### src/rtl/shift_arb_pkg.sv
// Shared types and constants for the two-requester shift arbiter.
package shift_arb_pkg;

    localparam int unsigned XLEN = 32;
    localparam int unsigned OPW  = 3;

    localparam logic [OPW-1:0] F3_SLL = 3'b001;
    localparam logic [OPW-1:0] F3_SRX = 3'b101;

    typedef enum logic [1:0] {
        IDLE = 2'd0,
        EXEC = 2'd1,
        RESP = 2'd2
    } state_e;

    typedef struct packed {
        logic [XLEN-1:0] a;
        logic [XLEN-1:0] b;
        logic [OPW-1:0]  op;
        logic            arith;
    } sh_req_t;

    function automatic logic op_legal(logic [OPW-1:0] op);
        return (op == F3_SLL) || (op == F3_SRX);
    endfunction

endpackage

### src/rtl/rr_arbiter2.sv
// Two-way round-robin arbiter: one-hot grant plus the priority pointer register.
module rr_arbiter2 (
    input  logic       clk_i,
    input  logic       rst_i,
    input  logic [1:0] req_i,
    input  logic       advance_i,
    output logic [1:0] gnt_o
);

    logic ptr_q, ptr_d;

    always_comb begin
        gnt_o = req_i;
        if (req_i == 2'b11) begin
            gnt_o = ptr_q ? 2'b10 : 2'b01;
        end
    end

    // The requester just served loses priority to the other one.
    always_comb begin
        ptr_d = ptr_q;
        if (advance_i && (gnt_o != 2'b00)) begin
            ptr_d = ~gnt_o[1];
        end
    end

    always_ff @(posedge clk_i) begin
        if (rst_i) begin
            ptr_q <= 1'b0;
        end else begin
            ptr_q <= ptr_d;
        end
    end

endmodule

### src/rtl/shift_arbiter.sv
// Shares one combinational shifter between two requesters; one shift in flight.
// Optional SHIFT_ARB_OPCHK_EN adds resp_err_o and squashes unsupported opcodes.
module shift_arbiter
    import shift_arb_pkg::*;
(
    input  logic            clk_i,
    input  logic            rst_i,
    input  logic            rq0_valid_i,
    output logic            rq0_ready_o,
    input  logic [XLEN-1:0] rq0_a_i,
    input  logic [XLEN-1:0] rq0_b_i,
    input  logic [OPW-1:0]  rq0_op_i,
    input  logic            rq0_arith_i,
    input  logic            rq1_valid_i,
    output logic            rq1_ready_o,
    input  logic [XLEN-1:0] rq1_a_i,
    input  logic [XLEN-1:0] rq1_b_i,
    input  logic [OPW-1:0]  rq1_op_i,
    input  logic            rq1_arith_i,
    output logic [XLEN-1:0] sh_a_o,
    output logic [XLEN-1:0] sh_b_o,
    output logic [OPW-1:0]  sh_op_o,
    output logic            sh_arith_o,
    input  logic [XLEN-1:0] sh_r_i,
    output logic            resp_valid_o,
    output logic            resp_id_o,
    output logic [XLEN-1:0] resp_r_o,
    input  logic            resp_ready_i
`ifdef SHIFT_ARB_OPCHK_EN
    ,
    output logic            resp_err_o
`endif
);

    state_e          state_q, state_d;
    sh_req_t         sh_q, sh_d;
    logic            id_q, id_d;
    logic [XLEN-1:0] resp_r_q, resp_r_d;
    logic            resp_valid_q, resp_valid_d;
    logic            can_grant_c, take_c;
    logic [1:0]      gnt_c;
    sh_req_t         rq0_c, rq1_c, sel_c;
`ifdef SHIFT_ARB_OPCHK_EN
    logic            err_q, err_d;
    logic            resp_err_q, resp_err_d;
`endif

    assign rq0_c = '{a: rq0_a_i, b: rq0_b_i, op: rq0_op_i, arith: rq0_arith_i};
    assign rq1_c = '{a: rq1_a_i, b: rq1_b_i, op: rq1_op_i, arith: rq1_arith_i};
    assign sel_c = gnt_c[1] ? rq1_c : rq0_c;

    rr_arbiter2 u_rr (
        .clk_i     (clk_i),
        .rst_i     (rst_i),
        .req_i     ({rq1_valid_i, rq0_valid_i}),
        .advance_i (take_c),
        .gnt_o     (gnt_c)
    );

    // Grants are offered only when idle or on the response handshake cycle.
    assign rq0_ready_o = can_grant_c & gnt_c[0] & ~rst_i;
    assign rq1_ready_o = can_grant_c & gnt_c[1] & ~rst_i;
    assign take_c      = can_grant_c & (gnt_c != 2'b00) & ~rst_i;

    always_comb begin
        state_d      = state_q;
        sh_d         = sh_q;
        id_d         = id_q;
        resp_r_d     = resp_r_q;
        can_grant_c  = 1'b0;
`ifdef SHIFT_ARB_OPCHK_EN
        err_d        = err_q;
        resp_err_d   = resp_err_q;
`endif
        unique case (state_q)
            IDLE: can_grant_c = 1'b1;
            EXEC: begin
                resp_r_d = sh_r_i;
`ifdef SHIFT_ARB_OPCHK_EN
                resp_err_d = err_q;
                if (err_q) begin
                    resp_r_d = '0;
                end
`endif
                state_d = RESP;
            end
            RESP: begin
                if (resp_ready_i) begin
                    can_grant_c = 1'b1;
                    state_d     = IDLE;
                end
            end
            default: state_d = IDLE;
        endcase
        if (take_c) begin
            sh_d    = sel_c;
            id_d    = gnt_c[1];
            state_d = EXEC;
`ifdef SHIFT_ARB_OPCHK_EN
            err_d = ~op_legal(sel_c.op);
            if (!op_legal(sel_c.op)) begin
                sh_d.op = '0;
            end
`endif
        end
        resp_valid_d = (state_d == RESP);
    end

    always_ff @(posedge clk_i) begin
        if (rst_i) begin
            state_q      <= IDLE;
            sh_q         <= '0;
            id_q         <= 1'b0;
            resp_r_q     <= '0;
            resp_valid_q <= 1'b0;
        end else begin
            state_q      <= state_d;
            sh_q         <= sh_d;
            id_q         <= id_d;
            resp_r_q     <= resp_r_d;
            resp_valid_q <= resp_valid_d;
        end
    end

`ifdef SHIFT_ARB_OPCHK_EN
    always_ff @(posedge clk_i) begin
        if (rst_i) begin
            err_q      <= 1'b0;
            resp_err_q <= 1'b0;
        end else begin
            err_q      <= err_d;
            resp_err_q <= resp_err_d;
        end
    end

    assign resp_err_o = resp_err_q;
`endif

    assign sh_a_o       = sh_q.a;
    assign sh_b_o       = sh_q.b;
    assign sh_op_o      = sh_q.op;
    assign sh_arith_o   = sh_q.arith;
    assign resp_valid_o = resp_valid_q;
    assign resp_id_o    = id_q;
    assign resp_r_o     = resp_r_q;

endmodule
### config.mk
export PLATFORM = sky130hd
export DESIGN_NAME = shift_arbiter
export DESIGN_NICKNAME = d
export VERILOG_FILES = /design/src/rtl/shift_arb_pkg.sv /design/src/rtl/rr_arbiter2.sv /design/src/rtl/shift_arbiter.sv
export SDC_FILE = /design/constraint.sdc
export NUM_CORES = 1
export LEC_CHECK = 0
export ABC_AREA = 1
export CORE_MARGIN = 3
export CORE_UTILIZATION = 39
export DETAILED_ROUTE_END_ITERATION = 10
export GPL_TIMING_DRIVEN = 0
export PLACE_DENSITY = 0.78
export SLEW_MARGIN = 20
export SYNTH_ARGS = -nofsm -noshare
export SYNTH_HDL_FRONTEND = slang
export SYNTH_SLANG_ARGS = --single-unit
### constraint.sdc
create_clock -name clk_i -period 1.4 [get_ports clk_i]
set_clock_uncertainty 0.1 [all_clocks]
set_input_delay 0.28 -clock clk_i [delete_from_list [all_inputs] [get_ports clk_i]]
set_output_delay 0.28 -clock clk_i [all_outputs]
set_load 0.02 [all_outputs]
==> run metrics <==
status finished, violations left; failing checks setup timing; CP max-delay cell dfxtp_2; register area ~2100 um2; Nets 1300; Filler cells approximately 1100; share of the synthesized area in the top cell type around two fifths; CTS Buf Count 9; CTS Buffer Depth 2; syn avg cell area ~6.1 um2; RSZ-0062 raised after global routing true; crit-path max cell delay about 0.32 ns; vias after detailed routing between 5000 and 6000; GPL Wtd Cong about 0.9; area leader, netlist dfxtp_1; First DRT Iteration DRCs between 300 and 400; critical path fanouts, max 4; Slew @ Worst Pin about 0.5 ns; area added between synthesis and finish 66.7%; WP data arrival roughly 1.3 ns; die height between 100 and 150 um; startpoint types register; Tot Pwr approximately 8500 uW; Max VDD drop approximately 0.75 mV; worst path cell trace inv_2 -> nand2_4 -> nand2_8 -> buf_8 -> nand4_1 -> inv_1 -> buf_6; Die Span X between 100 and 150 um; Setup WS post-layout -0.286 ns; Max Slew Vio Count 0; Final min period roughly 1.7 ns; Fmax between 500 and 600 MHz; share of cells above drive strength 1 between 10% and 20%; # diodes 0; hold slack just under 0.2 ns; most common cell after layout, fill and taps aside nand2_1; placed cell area around 8000 um2; Post-synth ARST share 0%; Synth area leaders dfxtp_1 42%, nand2_1 21%, nor2_1 15%; synth warn 0; power per cell area slightly above 1000 nW/um2; die area between 10000 and 15000 um2; hold_buf cts 0; fin crit share 120%; final hold violations 0; routing usage on met3 under 10%; Core Area 12300 um2; Seq cells post-synth around 110; Setup Viol. Count Final slightly above 70; Syn Std Cell Area between 5000 and 6000 um2; Port Buffer Count about 280; Yosys cell types 18; clk slew on worst S/H paths 0.07 ns; vias in the first global route 5331; final non-filler cell area 8410 um2; CTS tree built; global-route wire length before repair 27.4 mm; drt wl/cell around 14 um; worst-skew pair later-pin latency approximately 0.35 ns; met1 usage between 20% and 30%; GR peak layer met2; multi-input logic area roughly 2500 um2; Leakage around 0.0042 uW; root buf cell clkbuf_16; initial core utilization roughly two fifths; post-DP HPWL ~13 mm; antenna violations before repair 0; Slew HR 67.3%; post-route ant nets 0; sequential share of the synthesized area 41.7%; max_cap viols 0; Clock Sinks about 110; H-tree Lvls 3; FP Rows 40; Critical Path Sink Type primary output; Placed Instances between 1000 and 1500; buffers and inverters on the worst path 4; drc violations 0; Synth Instances a little over 800; Via density 4.44; class of the worst hold path input port to register; Syn Nets roughly 1000; DR pass1 iterations 4; delay-heaviest family, CP buffers and inverters; Setup CP Type register to primary output; required time of the critical path 1.02 ns; most frequent cells in the layout 275 x nand2_1, 182 x nor2_1, 168 x clkdlybuf4s50_1; Cell Count, Final, Fillers Out between 1000 and 1500; pin count of the biggest net entering global routing 19; Top Ports 277; Tot GR Track Use 24.0%; Routed WL between 15 and 20 mm; global route total overflow 0; EDFF count, synth 0; GR Util met2 41.5%; Top FF cell, synth dfxtp_1
-- cell type report --
| class | instances | area share (%) |
|---|---|---|
| Timing Repair Buffer | 293 | 31.5 |
| Multi-Input combinational cell | 588 | 29.2 |
| Sequential cell | 105 | 25.0 |
| Buffer | 54 | 4.96 |
| Inverter | 76 | 3.39 |
| Clock buffer | 10 | 2.84 |
| Tap cell | 168 | 2.50 |
| Clock inverter | 6 | 0.595 |
-- worst register-to-register path, delay by kind of cell (launching register included) --
family	cells	cell delay (ns)
flops	1	0.33
simple gates	7	0.57
buf+inv	5	0.62
-- routing by layer --
metal / vias up / part of all wire (%) / wire length [um]
li1: 3082 / - / -
met1: 2487 / 42 / 7370
met2: 167 / 49 / 8530
met3: 31 / 7.0 / 1230
met4: 0 / 2.6 / 454
met5: - / 0 / 0
-- power by group --
group          leakage (uW)  internal (uW)  switching (uW)
clock              0.000141           1280            1160
sequential         0.000866           3270             136
combinational       0.00321           1220            1420
total               0.00422           5770            2720
-- cells by family (layout without fill, tap and decap cells) --
kind of cell / count (synthesis) / in the layout / synth area share [%]
AO/OA/AOI/OAI: 35 / 35 / 3.57
buffers and inverters: 130 / 439 / 11.4
flip-flops: 105 / 105 / 41.7
AND/OR/NAND/NOR: 553 / 553 / 43.3
-- final timing paths --
kind	from	endpoint	slack, ns	cells after the start
hold / removal	rst_i	resp_valid_o	0.20	2
setup reg to reg	u_rr.ptr_q	sh_a_o[19]	-0.29	12
setup / recovery	u_rr.ptr_q	rq0_ready_o	-0.29	7
hold reg to reg	resp_id_o	resp_id_o	0.37	2
-- state kept, by name (all words and copies together) (netlist names) --
register,count
sh_a_o,32
sh_b_o,32
sh_op_o,3
u_rr.ptr_q,1
resp_r_o,32
resp_valid_o,1
state_q,2
resp_id_o,1
sh_arith_o,1
-- per-stage QoR --
step	utilization (%)	TNS [ns]	setup WS, ns
floorplan	-	0	0.0397
global placement	65.0	-53.98	-1.25
detailed placement	65.0	-54.78	-1.24
CTS	70.8	-17.09	-0.295
global route	68.3	-23.39	-0.381
finish	68.3	-16.50	-0.286
-- cell usage after synthesis, types with 2 or more instances --
cell / n
nand2_1: 277
nor2_1: 202
dfxtp_1: 105
inv_1: 74
nand3_1: 69
o21ai_0: 33
clkbuf_1: 23
buf_2: 20
buf_6: 8
a211oi_1: 2
buf_1: 2
inv_2: 2
-- timing repair --
item,in CTS,in global routing
pin swaps,7,5
buffers inserted,36,0
endpoints found under the setup margin,176,140
cloned,1,0
gates resized for setup,325,81
(Power assumes the default switching activity.)
